==> src/rtl/sram_pkg.sv <==
// sram_pkg: shared FSM state encoding and default SRAM geometry for the burst master.
package sram_pkg;
  localparam int SRAM_DATA_LEN = 32;
  localparam int SRAM_N_ENTRIES = 1024;
  typedef enum logic [1:0] {IDLE, WRITE, READ, DONE} state_e;
endpackage

==> src/rtl/skid_fifo2.sv <==
// skid_fifo2: two-entry FIFO; head is visible combinationally on data_o.
module skid_fifo2 #(
  parameter int W = 32
) (
  input  logic         clk,
  input  logic         reset,
  input  logic         push_i,
  input  logic         pop_i,
  input  logic [W-1:0] data_i,
  output logic [W-1:0] data_o,
  output logic         full_o,
  output logic         empty_o
);
  logic [W-1:0] mem_q [2];
  logic [W-1:0] mem_d [2];
  logic rp_q, rp_d, wp_q, wp_d;
  logic [1:0] cnt_q, cnt_d;
  assign data_o = mem_q[rp_q];
  assign full_o = cnt_q == 2'd2;
  assign empty_o = cnt_q == 2'd0;
  always_comb begin
    mem_d = mem_q;
    if (push_i) mem_d[wp_q] = data_i;
    wp_d = push_i ? ~wp_q : wp_q;
    rp_d = pop_i ? ~rp_q : rp_q;
    cnt_d = cnt_q + {1'b0, push_i} - {1'b0, pop_i};
  end
  always_ff @(posedge clk) begin
    if (reset) begin
      mem_q <= '{default: '0};
      wp_q <= 1'b0;
      rp_q <= 1'b0;
      cnt_q <= 2'd0;
    end else begin
      mem_q <= mem_d;
      wp_q <= wp_d;
      rp_q <= rp_d;
      cnt_q <= cnt_d;
    end
  end
endmodule

==> src/rtl/sram_burst_master.sv <==
// sram_burst_master: moves bursts between valid/ready streams and a single-port SRAM
// with a one-cycle registered read.
module sram_burst_master
  import sram_pkg::*;
#(
  parameter int DATA_LEN = SRAM_DATA_LEN,
  parameter int N_ENTRIES = SRAM_N_ENTRIES,
  parameter int AW = $clog2(N_ENTRIES),
  parameter int LW = AW + 1
) (
  input  logic                clk,
  input  logic                reset,
  input  logic                cmd_valid_i,
  output logic                cmd_ready_o,
  input  logic                cmd_write_i,
  input  logic [AW-1:0]       cmd_addr_i,
  input  logic [LW-1:0]       cmd_len_i,
  input  logic                wr_valid_i,
  output logic                wr_ready_o,
  input  logic [DATA_LEN-1:0] wr_data_i,
  output logic                rd_valid_o,
  input  logic                rd_ready_i,
  output logic [DATA_LEN-1:0] rd_data_o,
  output logic                busy_o,
  output logic                done_o,
  output logic                sram_en_o,
  output logic                sram_we_o,
  output logic [AW-1:0]       sram_addr_o,
  output logic [DATA_LEN-1:0] sram_data_o,
  input  logic [DATA_LEN-1:0] sram_data_i
);
  state_e state_q, state_d;
  logic [AW-1:0] addr_q, addr_d, addr_inc;
  logic [LW-1:0] rem_q, rem_d, iss_q, iss_d;
  logic inflight_q, inflight_d;
  logic wr_hs, issue, pop, fifo_full, fifo_empty;
  logic [2:0] occ;
  assign addr_inc = (addr_q == AW'(N_ENTRIES - 1)) ? '0 : addr_q + AW'(1);
  assign occ = (fifo_full ? 3'd2 : {2'b0, !fifo_empty}) + {2'b0, inflight_q};
  assign wr_ready_o = (state_q == WRITE) && (rem_q != '0);
  assign wr_hs = wr_ready_o && wr_valid_i;
  assign rd_valid_o = (state_q == READ) && !fifo_empty;
  assign pop = rd_valid_o && rd_ready_i;
  // the word still in the SRAM pipeline already owns a FIFO slot
  assign issue = (state_q == READ) && (iss_q != '0) && (occ < 3'd2 + {2'b0, pop});
  assign inflight_d = issue;
  assign cmd_ready_o = state_q == IDLE;
  assign busy_o = state_q != IDLE;
  assign done_o = state_q == DONE;
  assign sram_en_o = wr_hs || issue;
  assign sram_we_o = wr_hs;
  assign sram_addr_o = addr_q;
  assign sram_data_o = wr_data_i;
  always_comb begin
    state_d = state_q;
    addr_d = addr_q;
    rem_d = rem_q;
    iss_d = iss_q;
    case (state_q)
      IDLE: if (cmd_valid_i) begin
        addr_d = cmd_addr_i;
        rem_d = cmd_len_i;
        iss_d = cmd_len_i;
        state_d = (cmd_len_i == '0) ? DONE : cmd_write_i ? WRITE : READ;
      end
      WRITE: if (wr_hs) begin
        addr_d = addr_inc;
        rem_d = rem_q - LW'(1);
        state_d = (rem_q == LW'(1)) ? DONE : WRITE;
      end
      READ: begin
        addr_d = issue ? addr_inc : addr_q;
        iss_d = issue ? iss_q - LW'(1) : iss_q;
        rem_d = pop ? rem_q - LW'(1) : rem_q;
        state_d = (pop && rem_q == LW'(1)) ? DONE : READ;
      end
      default: state_d = IDLE;
    endcase
  end
  always_ff @(posedge clk) begin
    if (reset) begin
      state_q <= IDLE;
      addr_q <= '0;
      rem_q <= '0;
      iss_q <= '0;
      inflight_q <= 1'b0;
    end else begin
      state_q <= state_d;
      addr_q <= addr_d;
      rem_q <= rem_d;
      iss_q <= iss_d;
      inflight_q <= inflight_d;
    end
  end
  skid_fifo2 #(.W(DATA_LEN)) u_fifo (
    .clk(clk),
    .reset(reset),
    .push_i(inflight_q),
    .pop_i(pop),
    .data_i(sram_data_i),
    .data_o(rd_data_o),
    .full_o(fifo_full),
    .empty_o(fifo_empty)
  );
endmodule
==> config.mk <==
export PLATFORM = sky130hd
export DESIGN_NAME = sram_burst_master
export DESIGN_NICKNAME = d
export VERILOG_FILES = /design/src/rtl/sram_pkg.sv /design/src/rtl/skid_fifo2.sv /design/src/rtl/sram_burst_master.sv
export SDC_FILE = /design/constraint.sdc
export NUM_CORES = 1
export LEC_CHECK = 0
export CAP_MARGIN = 20
export CORE_MARGIN = 5
export CORE_UTILIZATION = 43
export DETAILED_ROUTE_END_ITERATION = 6
export PLACE_DENSITY_LB_ADDON = 0.2
export SLEW_MARGIN = 0
export SYNTH_ARGS = -nofsm -noshare
export SYNTH_HDL_FRONTEND = slang
export SYNTH_SLANG_ARGS = --single-unit
==> constraint.sdc <==
create_clock -name clk -period 1.7 [get_ports clk]
set_input_delay 0.255 -clock clk [delete_from_list [all_inputs] [get_ports clk]]
set_output_delay 0.255 -clock clk [all_outputs]
set_load 0.01 [all_outputs]
==> results of run 1 <==
==> logic make-up (layout without fill, tap and decap cells) <==
logic type,count (synthesis),after routing
muxes,35,35
DFF,103,103
adders and majority gates,13,13
AOI/OAI and AO/OA,172,172
buffers and inverters,95,263
and+or+nand+nor,270,270
xor gates and xnor gates,5,5
==> stage by stage <==
| step | worst slack, ns | total power (µW) | std cells | TNS (ns) |
|---|---|---|---|---|
| after detailed placement | -0.404 | 9390 | 986 | -7.84 |
| after global routing | -0.272 | 14500 | 1033 | -4.05 |
| after global placement | -0.411 | 9280 | 986 | -6.33 |
| final | -0.194 | 13700 | 1033 | -1.93 |
| after floorplan | -0.0522 | 6770 | 693 | -0.0700 |
| after CTS | -0.198 | 12300 | 1020 | -2.60 |
==> final cells by class <==
type	count	area, µm²
fill	951	4080
tap	172	215
clock buffer	9	225
sequential	103	2100
multi-input combinational	495	3540
timing repair buffer	229	2260
inverter	19	76.3
clock inverter	6	68.8
==> cell usage after synthesis, drive strengths merged, types with 2 or more instances <==
library cell	count	area, µm²
a211o	2	17.5
a211oi	4	30.0
a21o	5	37.5
a21oi	105	533
a31oi	5	61.3
a32o	3	30.0
and2	5	31.3
and3	8	50.1
buf	41	295
clkbuf	35	131
dfxtp	103	2060
ha	13	163
inv	19	71.3
mux2	32	360
mux2i	3	30.0
nand2	164	616
nand2b	8	50.1
nand3	12	60.1
nand3b	3	22.5
nand4	4	25.0
nand4b	2	32.5
nor2	29	116
nor2b	3	18.8
nor3	13	87.6
nor4	7	65.1
nor4b	2	17.5
o21ai	16	80.1
o22ai	2	12.5
o311a	2	20.0
o31a	2	17.5
o31ai	2	15.0
o32ai	11	96.3
or2	2	12.5
or3	2	12.5
or4	2	18.8
xnor2	2	17.5
xor2	3	26.3
==> what timing repair did <==
| item | 4_1_cts | 5_1_grt |
|---|---|---|
| setup buffers | 15 | 15 |
| pin swaps | 22 | 53 |
| gates resized for setup | 258 | 90 |
| setup endpoints to repair | 73 | 68 |
| cloned | 5 | 1 |
==> final timing paths <==
| check | depth (start not counted) | start | to |
|---|---|---|---|
| max | 6 | iss_q[0]$_SDFFE_PP0P_ | iss_q[7]$_SDFFE_PP0P_ |
| min | 2 | reset | sram_addr_o[6]$_SDFFE_PP0P_ |
| min reg2reg | 2 | u_fifo.mem_q[49]$_SDFFE_PP0P_ | u_fifo.mem_q[49]$_SDFFE_PP0P_ |
| max reg2reg | 6 | iss_q[0]$_SDFFE_PP0P_ | iss_q[7]$_SDFFE_PP0P_ |
==> registers in the layout, indices dropped and copies added (netlist names) <==
signal	count
sram_addr_o	10
rem_q	11
u_fifo.mem_q	64
state_q	2
u_fifo.cnt_q	2
iss_q	11
inflight_q	1
u_fifo.wp_q	1
u_fifo.rp_q	1
==> routing by layer <==
metal  global-route usage (%)  wire length [µm]  vias to the layer above
met3                     4.12              1070                       40
li1                         -                 -                     2705
met2                     38.3              9160                      221
met1                     27.1              7250                     2733
met4                     8.65               369                        0
met5                        0                 0                        -
==> power groups by stage <==
| stage | clock (µW) | sequential [µW] | combinational, µW |
|---|---|---|---|
| 5_1_grt | 2270 | 3370 | 8830 |
| 2_1_floorplan | 0 | 3330 | 3440 |
| 3_3_place_gp | 0 | 3210 | 6070 |
| 4_1_cts | 2120 | 3240 | 6930 |
| 6_report | 2100 | 3320 | 8290 |
| 3_5_place_dp | 0 | 3230 | 6160 |
==> impl_metrics.xml, run 1 <==
<?xml version="1.0" encoding="UTF-8"?>
<metrics>
  <group name="floorplanning">
    <metric name="rows" unit="">41</metric>
    <metric name="floorplan.initialDensity" unit="%">43.8</metric>
    <metric name="die_w" unit="µm">123</metric>
    <metric name="fp.coreArea" unit="µm²">12600</metric>
    <metric name="die_h" unit="µm">123</metric>
    <metric name="die-area" unit="µm²">15200</metric>
    <metric name="boundary_pin_count" unit="">172</metric>
  </group>
  <group name="clocking">
    <metric name="clock_sinks" unit="">103</metric>
    <metric name="h-tree-depth" unit="">3</metric>
    <metric name="clock-root-buffer" unit="">sky130_fd_sc_hd__clkbuf_16</metric>
    <metric name="clkTransAtPathRegs" unit="ns">0.07</metric>
    <metric name="clock_latency" unit="ns">0.35</metric>
    <metric name="cts_hold_buf" unit="">0</metric>
    <metric name="cts-buffers-inserted" unit="">9</metric>
    <metric name="cts_max_path_buffers" unit="">2</metric>
    <metric name="tritoncts" unit="">done</metric>
  </group>
  <group name="final_layout">
    <metric name="diodes" unit="">0</metric>
    <metric name="postLayoutCoreUtil" unit="%">67.5</metric>
    <metric name="layout_commonest_cell" unit="">sky130_fd_sc_hd__nand2_1</metric>
    <metric name="post_route_cells_drive_above_1_share" unit="%">35.9</metric>
    <metric name="area_delta_synth_final" unit="%">54.1</metric>
    <metric name="final_net_count" unit="">961</metric>
    <metric name="most_frequent_cells_in_the_layout" unit="">sky130_fd_sc_hd__nand2_1, sky130_fd_sc_hd__a21oi_1, sky130_fd_sc_hd__buf_4, sky130_fd_sc_hd__dfxtp_1, sky130_fd_sc_hd__clkdlybuf4s50_1</metric>
    <metric name="stdcell_area" unit="µm²">8490</metric>
  </group>
  <group name="power">
    <metric name="clock_group_share_of_total_power" unit="%">15.3</metric>
    <metric name="internal_power_of_the_cells" unit="µW">8360</metric>
    <metric name="vdd.ir_drop.worst" unit="mV">1.04</metric>
    <metric name="power.share.combinational" unit="%">60.5</metric>
    <metric name="seq_power_share" unit="%">24.2</metric>
    <metric name="power.density" unit="nW/µm²">1620</metric>
    <metric name="switching_share" unit="%">39.0</metric>
    <metric name="cellLeakagePower" unit="µW">0.00326</metric>
    <metric name="p_sw" unit="µW">5350</metric>
  </group>
  <group name="synthesis">
    <metric name="seq_area_frac_synth" unit="%">37.4</metric>
    <metric name="synth_xor_xnor_area_share" unit="%">0.795</metric>
    <metric name="syn-instance-count" unit="">693</metric>
    <metric name="edff_count_synth" unit="">0</metric>
    <metric name="synth.distinct_cells" unit="">68</metric>
    <metric name="synth_fp_nets" unit="">797</metric>
    <metric name="async_flop_share" unit="%">0</metric>
    <metric name="yosys-mux-area-fraction" unit="%">7.09</metric>
    <metric name="synth_area_per_cell" unit="µm²">7.95</metric>
    <metric name="synth_compound_area_share" unit="%">19.6</metric>
    <metric name="postSynth.topFlopCell" unit="">sky130_fd_sc_hd__dfxtp_1</metric>
    <metric name="synth_top_family_by_area" unit="">simple AND/OR/NAND/NOR gates</metric>
    <metric name="synth_warnings" unit="">0</metric>
    <metric name="synth.cell_area" unit="µm²">5510</metric>
    <metric name="synthSimpleGateAreaFrac" unit="%">23.1</metric>
    <metric name="synth_fa_ha_area_share" unit="%">2.95</metric>
    <metric name="ys_ff_latch" unit="">103</metric>
  </group>
  <group name="grt">
    <metric name="grt.total_usage" unit="%">22.1</metric>
    <metric name="grt_pass1_wl" unit="mm">26.9</metric>
    <metric name="number_of_antenna_violations_at_the_first_check_in_global_routing" unit="">0</metric>
    <metric name="grt_pass1_vias" unit="">5576</metric>
    <metric name="grt_start_max_net_pins" unit="">46</metric>
    <metric name="grt_remaining_overflow" unit="">0</metric>
  </group>
  <group name="timing">
    <metric name="grt_setup_unrepaired" unit="">true</metric>
    <metric name="timing.clock.skew" unit="ns">0.00718</metric>
    <metric name="final_hold_viol_count" unit="">0</metric>
    <metric name="final.hold.worst_slack" unit="ns">0.177</metric>
    <metric name="timing_max_transition_violations_final" unit="">0</metric>
    <metric name="worst_slack" unit="ns">-0.194</metric>
    <metric name="post-route-period-util" unit="%">111</metric>
    <metric name="timing_worst_slew_pin_value" unit="ns">0.675</metric>
    <metric name="max_freq" unit="GHz">0.528</metric>
    <metric name="setup_viol" unit="">28</metric>
    <metric name="timing.final.crit_period" unit="ns">1.89</metric>
    <metric name="worst_slew_margin_rel" unit="%">55.0</metric>
  </group>
  <group name="run_status">
    <metric name="status" unit="">complete, but fails checks</metric>
    <metric name="violations" unit="">negative setup slack</metric>
  </group>
  <group name="critical_path">
    <metric name="worst_setup_path_end_kind" unit="">flop</metric>
    <metric name="crit_buf_inv" unit="">1</metric>
    <metric name="path_max_fanout" unit="">5</metric>
    <metric name="timing.critical_path.arrival" unit="ns">2.15</metric>
    <metric name="crit_type" unit="">flop to flop</metric>
    <metric name="timing.critical_path.max_delay_family" unit="">simple AND/OR/NAND/NOR gates</metric>
    <metric name="worstPathCellList" unit="">buf_6, or4_4, nor3_4, and3_4, a21oi_2, o32ai_2</metric>
    <metric name="maximum_single_stage_delay_on_the_critical_path" unit="ns">0.56</metric>
    <metric name="reg2reg_slack" unit="ns">-0.19</metric>
    <metric name="worstSetupStartpointType" unit="">flop</metric>
    <metric name="critPathSlowestCell" unit="">sky130_fd_sc_hd__or4_4</metric>
    <metric name="worstPathRequired" unit="ns">1.96</metric>
  </group>
  <group name="drt">
    <metric name="antenna_left" unit="">0</metric>
    <metric name="routed-via-count" unit="">5699</metric>
    <metric name="via_per_inst" unit="">5.52</metric>
    <metric name="first_pass_iters" unit="">5</metric>
    <metric name="drt_wl_total" unit="mm">17.9</metric>
    <metric name="drt-wirelength-per-cell" unit="µm">17.3</metric>
    <metric name="drt_first_iter_violations" unit="">358</metric>
    <metric name="route.detailed.drc" unit="">0</metric>
  </group>
  <group name="worst_hold_path">
    <metric name="hold_path_class" unit="">input port to flop</metric>
  </group>
  <group name="place">
    <metric name="placement.io_buffers" unit="">107</metric>
    <metric name="dp_hpwl" unit="mm">11.1</metric>
    <metric name="detailed_place.area" unit="µm²">7140</metric>
    <metric name="place_congestion" unit="">0.883</metric>
  </group>
  <group name="job">
    <metric name="max_cap_viol_count" unit="">0</metric>
  </group>
</metrics>
No activity file was read; power rests on OpenSTA's default activity.
==> inputs of run 2 (changes only) <==
--- a/config.mk
+++ b/config.mk
@@ -10,6 +10,7 @@
 export CORE_UTILIZATION = 43
 export DETAILED_ROUTE_END_ITERATION = 6
 export PLACE_DENSITY_LB_ADDON = 0.2
+export SETUP_SLACK_MARGIN = 0.4
 export SLEW_MARGIN = 0
 export SYNTH_ARGS = -nofsm -noshare
 export SYNTH_HDL_FRONTEND = slang
==> run 2 against run 1 <==
Effect of this change: the run still ends with negative setup slack left; sequential share of layout area down 1.7 points; sequential power up 2%; via count up 6.9%; combinational power up 29%; wire length up 19%; core utilization up 5.8 points; highest routed layer unchanged.
==> impl_metrics.xml, run 2 (synthesis gave the netlist of run 1 again) <==
<?xml version="1.0" encoding="UTF-8"?>
<metrics>
  <group name="timing">
    <metric name="setup_viol" unit="">39</metric>
    <metric name="timing.clock.skew" unit="ns">0.00710</metric>
    <metric name="post-route-period-util" unit="%">114</metric>
    <metric name="max_freq" unit="GHz">0.515</metric>
    <metric name="timing_max_transition_violations_final" unit="">0</metric>
    <metric name="timing_worst_slew_pin_value" unit="ns">0.625</metric>
    <metric name="final_hold_viol_count" unit="">0</metric>
    <metric name="grt_setup_unrepaired" unit="">true</metric>
    <metric name="timing.final.crit_period" unit="ns">1.94</metric>
    <metric name="worst_slew_margin_rel" unit="%">58.3</metric>
    <metric name="worst_slack" unit="ns">-0.242</metric>
    <metric name="final.setup.tns" unit="ns">-3.85</metric>
  </group>
  <group name="critical_path">
    <metric name="maximum_single_stage_delay_on_the_critical_path" unit="ns">0.35</metric>
    <metric name="worstSetupStartpointType" unit="">flop</metric>
    <metric name="path_max_fanout" unit="">3</metric>
    <metric name="ff2ff_path_depth" unit="">10</metric>
    <metric name="timing.critical_path.arrival" unit="ns">2.18</metric>
    <metric name="worstPathRequired" unit="ns">1.94</metric>
    <metric name="worst_setup_path_end_kind" unit="">flop</metric>
    <metric name="worstPathCellList" unit="">inv_2, ha_4, nor4b_4, nand4_1, buf_4, nand3_4, buf_12, buf_6, a21oi_2, o221a_2</metric>
    <metric name="reg2reg_slack" unit="ns">-0.24</metric>
    <metric name="crit-reg2reg-capture" unit="">rem_q[0]$_SDFFE_PP0P_</metric>
    <metric name="crit_type" unit="">flop to flop</metric>
    <metric name="critPathSlowestCell" unit="">sky130_fd_sc_hd__dfxtp_2</metric>
    <metric name="worst_r2r_startpoint" unit="">rem_q[1]$_SDFFE_PP0P_</metric>
  </group>
  <group name="drt">
    <metric name="first_pass_iters" unit="">5</metric>
    <metric name="route.detailed.drc" unit="">0</metric>
    <metric name="routed-via-count" unit="">6094</metric>
    <metric name="via_per_inst" unit="">5.78</metric>
    <metric name="drt-wirelength-per-cell" unit="µm">20.1</metric>
    <metric name="drt_wl_total" unit="mm">21.2</metric>
    <metric name="antenna_left" unit="">0</metric>
    <metric name="drt_first_iter_violations" unit="">543</metric>
  </group>
  <group name="run_status">
    <metric name="violations" unit="">negative setup slack</metric>
    <metric name="status" unit="">complete, but fails checks</metric>
  </group>
  <group name="grt">
    <metric name="grt.met1_usage" unit="%">29.9</metric>
    <metric name="groute.layer.met2.usage" unit="%">41.4</metric>
    <metric name="grt.total_usage" unit="%">24.2</metric>
    <metric name="grt_remaining_overflow" unit="">0</metric>
    <metric name="grt_pass1_wl" unit="mm">29.4</metric>
    <metric name="busiest_layer" unit="">met2</metric>
    <metric name="grt_pass1_vias" unit="">5929</metric>
    <metric name="number_of_antenna_violations_at_the_first_check_in_global_routing" unit="">0</metric>
    <metric name="met3_usage" unit="%">3.80</metric>
    <metric name="grt_start_max_net_pins" unit="">42</metric>
  </group>
  <group name="clocking">
    <metric name="cts-buffers-inserted" unit="">9</metric>
    <metric name="cts_hold_buf" unit="">0</metric>
    <metric name="clock_latency" unit="ns">0.35</metric>
    <metric name="clock_sinks" unit="">103</metric>
    <metric name="tritoncts" unit="">done</metric>
    <metric name="clkTransAtPathRegs" unit="ns">0.08</metric>
    <metric name="clock-root-buffer" unit="">sky130_fd_sc_hd__clkbuf_16</metric>
    <metric name="cts_max_path_buffers" unit="">2</metric>
    <metric name="h-tree-depth" unit="">3</metric>
  </group>
  <group name="floorplanning">
    <metric name="floorplan.initialDensity" unit="%">43.8</metric>
    <metric name="fp.coreArea" unit="µm²">12600</metric>
    <metric name="rows" unit="">41</metric>
    <metric name="die_h" unit="µm">123</metric>
    <metric name="die_w" unit="µm">123</metric>
    <metric name="die-area" unit="µm²">15200</metric>
    <metric name="boundary_pin_count" unit="">172</metric>
  </group>
  <group name="power">
    <metric name="switching_share" unit="%">41.8</metric>
    <metric name="power.density" unit="nW/µm²">1760</metric>
    <metric name="internal_power_of_the_cells" unit="µW">9410</metric>
    <metric name="cellLeakagePower" unit="µW">0.00349</metric>
    <metric name="p_sw" unit="µW">6760</metric>
    <metric name="seq_power_share" unit="%">20.9</metric>
    <metric name="vdd.ir_drop.worst" unit="mV">0.931</metric>
    <metric name="power.share.combinational" unit="%">66.5</metric>
    <metric name="clock_group_share_of_total_power" unit="%">12.6</metric>
  </group>
  <group name="final_layout">
    <metric name="reg_top3" unit="">u_fifo.mem_q: 64 flops, iss_q: 11 flops, rem_q: 11 flops</metric>
    <metric name="area_delta_synth_final" unit="%">67.2</metric>
    <metric name="largest_register_ffs" unit="">64</metric>
    <metric name="post_route_cells_drive_above_1_share" unit="%">45.6</metric>
    <metric name="layout_commonest_cell" unit="">sky130_fd_sc_hd__nand2_1</metric>
    <metric name="most_frequent_cells_in_the_layout" unit="">sky130_fd_sc_hd__nand2_1, sky130_fd_sc_hd__buf_4, sky130_fd_sc_hd__a21oi_1</metric>
    <metric name="postLayoutCoreUtil" unit="%">73.3</metric>
    <metric name="diodes" unit="">0</metric>
    <metric name="regMostFlops" unit="">u_fifo.mem_q</metric>
    <metric name="final_net_count" unit="">982</metric>
    <metric name="stdcell_area" unit="µm²">9210</metric>
    <metric name="final_cells" unit="">1055</metric>
  </group>
  <group name="worst_hold_path">
    <metric name="worst_hold_path.num_cells" unit="">2</metric>
    <metric name="holdPathEnd" unit="">u_fifo.cnt_q[1]$_SDFF_PP0_</metric>
    <metric name="hold_path_class" unit="">input port to flop</metric>
    <metric name="hold_path.startpoint" unit="">reset</metric>
  </group>
  <group name="place">
    <metric name="place_congestion" unit="">0.883</metric>
    <metric name="placed_cells" unit="">978</metric>
    <metric name="detailed_place.area" unit="µm²">7240</metric>
    <metric name="dp_hpwl" unit="mm">11.3</metric>
    <metric name="placement.io_buffers" unit="">107</metric>
  </group>
  <group name="job">
    <metric name="max_cap_viol_count" unit="">0</metric>
  </group>
</metrics>
[run 2: worst max path at each step]
stage	startpoint	end	slack [ns]	depth (start not counted)
floorplan	u_fifo.cnt_q[0]$_SDFF_PP0_	u_fifo.cnt_q[1]$_SDFF_PP0_	-0.01	10
global placement	rd_ready_i	sram_en_o	-0.33	6
detailed placement	rd_ready_i	iss_q[0]$_SDFFE_PP0P_	-0.38	7
CTS	rem_q[2]$_SDFFE_PP0P_	sram_en_o	-0.19	6
global route	rem_q[1]$_SDFFE_PP0P_	rem_q[0]$_SDFFE_PP0P_	-0.26	10
finish	rem_q[1]$_SDFFE_PP0P_	rem_q[0]$_SDFFE_PP0P_	-0.24	10
[run 2: worst max-delay path, delay by kind of cell, from the launching register on]
family | cells | cell delay, ns
adder cells (fa/ha/maj) | 1 | 0.16
buffers and inverters | 4 | 0.51
flip-flops | 1 | 0.35
AND/OR/NAND/NOR | 3 | 0.50
AO/OA/AOI/OAI | 2 | 0.32
[run 2: through the flow]
stage	setup WS, ns	total power, µW	hold WS (ns)
3_3_place_gp	-0.332	9420	0.438
2_1_floorplan	-0.0145	7080	0.391
3_5_place_dp	-0.382	9580	0.444
6_report	-0.242	16200	0.351
4_1_cts	-0.187	14100	0.314
5_1_grt	-0.263	16800	0.352
[run 2: repair_timing]
item,CTS,global route
endpoints found under the setup margin,86,104
pin swaps,44,52
endpoints found under the hold margin,0,0
gates cloned,6,4
resized for setup,340,120
buffers inserted,36,15
[run 2: final cells by class]
| class | count | area [µm²] |
|---|---|---|
| multi-input cells | 498 | 3940 |
| fillers | 860 | 3360 |
| repair buffers | 247 | 2570 |
| flip-flops and latches | 103 | 2110 |
| clock buffers | 9 | 225 |
| well taps | 172 | 215 |
| inverters | 19 | 87.6 |
| clock inverters | 7 | 55.1 |
[run 2: per-layer routing]
layer | vias up | part of all wire [%] | wire (µm)
li1 | 2764 | - | -
met1 | 2924 | 40 | 8410
met2 | 316 | 50 | 10600
met3 | 90 | 6.2 | 1310
met4 | 0 | 4.5 | 949
met5 | - | 0 | 0
[run 2: power by group through the flow]
stage,logic (µW),registers (µW),clock network [µW]
final,10700,3380,2040
after global routing,11300,3420,2160
after CTS,8800,3310,2040
after detailed placement,6290,3290,0
after global placement,6150,3270,0
after floorplan,3690,3400,0
==> inputs of run 3 (changes only) <==
--- a/config.mk
+++ b/config.mk
@@ -11,7 +11,8 @@
 export DETAILED_ROUTE_END_ITERATION = 6
 export PLACE_DENSITY_LB_ADDON = 0.2
 export SETUP_SLACK_MARGIN = 0.4
-export SLEW_MARGIN = 0
+export SKIP_LAST_GASP = 1
+export SLEW_MARGIN = 20
 export SYNTH_ARGS = -nofsm -noshare
 export SYNTH_HDL_FRONTEND = slang
 export SYNTH_SLANG_ARGS = --single-unit
==> run 3 against run 2 <==
Effect of this change: the run still ends with negative setup slack left; register-to-register slack improved by 0.10 ns; global-route usage is 0.13 points lower; via count is 0.51% lower; highest routed layer unchanged.
==> impl_metrics.xml, run 3 (synthesis gave the netlist of run 1 again) <==
<?xml version="1.0" encoding="UTF-8"?>
<metrics>
  <group name="run_status">
    <metric name="status" unit="">complete, but fails checks</metric>
    <metric name="violations" unit="">negative setup slack</metric>
  </group>
  <group name="final_layout">
    <metric name="fillers" unit="">842</metric>
    <metric name="regMostFlops" unit="">u_fifo.mem_q</metric>
    <metric name="diodes" unit="">0</metric>
    <metric name="area_of_the_multi_input_gates" unit="µm²">3860</metric>
    <metric name="area_delta_synth_final" unit="%">68.4</metric>
    <metric name="reg_top3" unit="">u_fifo.mem_q: 64 flops, iss_q: 11 flops, rem_q: 11 flops</metric>
    <metric name="post_route_cells_drive_above_1_share" unit="%">45.8</metric>
    <metric name="layout_commonest_cell" unit="">sky130_fd_sc_hd__nand2_1</metric>
    <metric name="most_frequent_cells_in_the_layout" unit="">sky130_fd_sc_hd__nand2_1, sky130_fd_sc_hd__buf_4, sky130_fd_sc_hd__a21oi_1</metric>
    <metric name="final_net_count" unit="">1010</metric>
    <metric name="sequential_cell_area" unit="µm²">2110</metric>
    <metric name="largest_register_ffs" unit="">64</metric>
  </group>
  <group name="grt">
    <metric name="grt_start_max_net_pins" unit="">42</metric>
    <metric name="number_of_antenna_violations_at_the_first_check_in_global_routing" unit="">0</metric>
    <metric name="grt.total_usage" unit="%">24.1</metric>
    <metric name="grt_pass1_vias" unit="">5880</metric>
    <metric name="grt_pass1_wl" unit="mm">29.2</metric>
    <metric name="grt_remaining_overflow" unit="">0</metric>
  </group>
  <group name="timing">
    <metric name="final.setup.tns" unit="ns">-4.40</metric>
    <metric name="post-route-period-util" unit="%">112</metric>
    <metric name="timing_max_transition_violations_final" unit="">0</metric>
    <metric name="max_freq" unit="GHz">0.524</metric>
    <metric name="timing_worst_slew_pin_value" unit="ns">0.576</metric>
    <metric name="timing.clock.skew" unit="ns">0.00486</metric>
    <metric name="final.hold.worst_slack" unit="ns">0.346</metric>
    <metric name="timing.final.crit_period" unit="ns">1.91</metric>
    <metric name="setup_viol" unit="">63</metric>
    <metric name="grt_setup_unrepaired" unit="">true</metric>
    <metric name="worst_slack" unit="ns">-0.210</metric>
    <metric name="final_hold_viol_count" unit="">0</metric>
    <metric name="worst_slew_margin_rel" unit="%">61.6</metric>
  </group>
  <group name="floorplanning">
    <metric name="floorplan.initialDensity" unit="%">43.8</metric>
    <metric name="fp.coreArea" unit="µm²">12600</metric>
    <metric name="die_w" unit="µm">123</metric>
    <metric name="die_h" unit="µm">123</metric>
    <metric name="boundary_pin_count" unit="">172</metric>
    <metric name="die-area" unit="µm²">15200</metric>
    <metric name="rows" unit="">41</metric>
  </group>
  <group name="drt">
    <metric name="route.detailed.drc" unit="">0</metric>
    <metric name="drt-wirelength-per-cell" unit="µm">19.3</metric>
    <metric name="drt_first_iter_violations" unit="">549</metric>
    <metric name="first_pass_iters" unit="">5</metric>
    <metric name="antenna_left" unit="">0</metric>
    <metric name="drt_wl_total" unit="mm">20.9</metric>
    <metric name="routed-via-count" unit="">6063</metric>
    <metric name="via_per_inst" unit="">5.60</metric>
  </group>
  <group name="power">
    <metric name="power.density" unit="nW/µm²">1710</metric>
    <metric name="cellLeakagePower" unit="µW">0.00360</metric>
    <metric name="vdd.ir_drop.worst" unit="mV">0.901</metric>
  </group>
  <group name="critical_path">
    <metric name="critPathSlowestCell" unit="">sky130_fd_sc_hd__dfxtp_2</metric>
    <metric name="worst_r2r_startpoint" unit="">state_q[0]$_SDFFE_PP0P_</metric>
    <metric name="worstSetupStartpointType" unit="">flop</metric>
    <metric name="timing.critical_path.arrival" unit="ns">1.65</metric>
    <metric name="path_max_fanout" unit="">2</metric>
    <metric name="worst_setup_path_end_kind" unit="">output pin</metric>
    <metric name="worstPathCellList" unit="">nor3_4, and4b_1, nand2_2, and3_4, nand2b_4, buf_6</metric>
    <metric name="worstPathRequired" unit="ns">1.44</metric>
    <metric name="crit_type" unit="">flop to output pin</metric>
    <metric name="crit_start" unit="">rem_q[7]$_SDFFE_PP0P_</metric>
    <metric name="maximum_single_stage_delay_on_the_critical_path" unit="ns">0.34</metric>
  </group>
  <group name="clocking">
    <metric name="clkTransAtPathRegs" unit="ns">0.07</metric>
    <metric name="clock-root-buffer" unit="">sky130_fd_sc_hd__clkbuf_16</metric>
    <metric name="h-tree-depth" unit="">3</metric>
    <metric name="cts-buffers-inserted" unit="">9</metric>
    <metric name="clock_sinks" unit="">103</metric>
    <metric name="clock_latency" unit="ns">0.35</metric>
    <metric name="cts_max_path_buffers" unit="">2</metric>
    <metric name="cts_hold_buf" unit="">0</metric>
    <metric name="tritoncts" unit="">done</metric>
  </group>
  <group name="place">
    <metric name="detailedPlace.worstSlack" unit="ns">-0.382</metric>
    <metric name="placement.io_buffers" unit="">107</metric>
    <metric name="place_congestion" unit="">0.883</metric>
    <metric name="dp_hpwl" unit="mm">11.3</metric>
  </group>
  <group name="job">
    <metric name="max_cap_viol_count" unit="">0</metric>
  </group>
  <group name="worst_hold_path">
    <metric name="hold_path_class" unit="">input port to flop</metric>
    <metric name="hold_path.startpoint" unit="">reset</metric>
  </group>
</metrics>
run 3: worst max-delay path, delay by kind of cell (launching register included):
kind,cells,cell delay [ns]
simple gates,5,0.84
flops,1,0.34
buf+inv,1,0.11
run 3: area by class of cell:
type	instances	share of cell area [%]
clock buffer	9	2.43
clock inverter	7	0.594
inverter	19	0.917
multi-input combinational	498	41.6
sequential	103	22.8
tap	172	2.32
timing repair buffer	275	29.4
run 3: where the power goes:
part	total, µW	internal, µW	switching, µW
Clock	2020	1010	1010
Combinational	10500	5380	5120
Sequential	3380	2930	456
Total	15900	9320	6580
run 3: final timing paths:
path	end	slack [ns]	cells past startpoint
max	sram_en_o	-0.21	6
min	sram_addr_o[2]$_SDFFE_PP0P_	0.35	2
max reg2reg	u_fifo.cnt_q[1]$_SDFF_PP0_	-0.14	11
min reg2reg	u_fifo.mem_q[43]$_SDFFE_PP0P_	0.46	2
run 3: what timing repair did:
item,CTS,global route
gates resized for setup,208,205
endpoints found under the setup margin,86,109
pin swaps,43,46
gates cloned,6,5
buffers inserted,36,42
run 3: metrics by stage:
step,instance area (µm²),std cells,utilization [%],total power [µW]
floorplan,5710,693,-,7080
global route,9270,1083,73.8,16600
CTS,8390,1036,66.7,14100
detailed placement,7240,978,57.6,9580
global placement,7240,978,57.6,9420
finish,9270,1083,73.8,15900
run 3: routing by layer:
metal | routed length, µm | up-vias | global-route usage, %
li1 | - | 2820 | -
met1 | 8420 | 2902 | 30.0
met2 | 10400 | 262 | 41.0
met3 | 1160 | 79 | 3.61
met4 | 911 | 0 | 11.0
met5 | 0 | - | 0
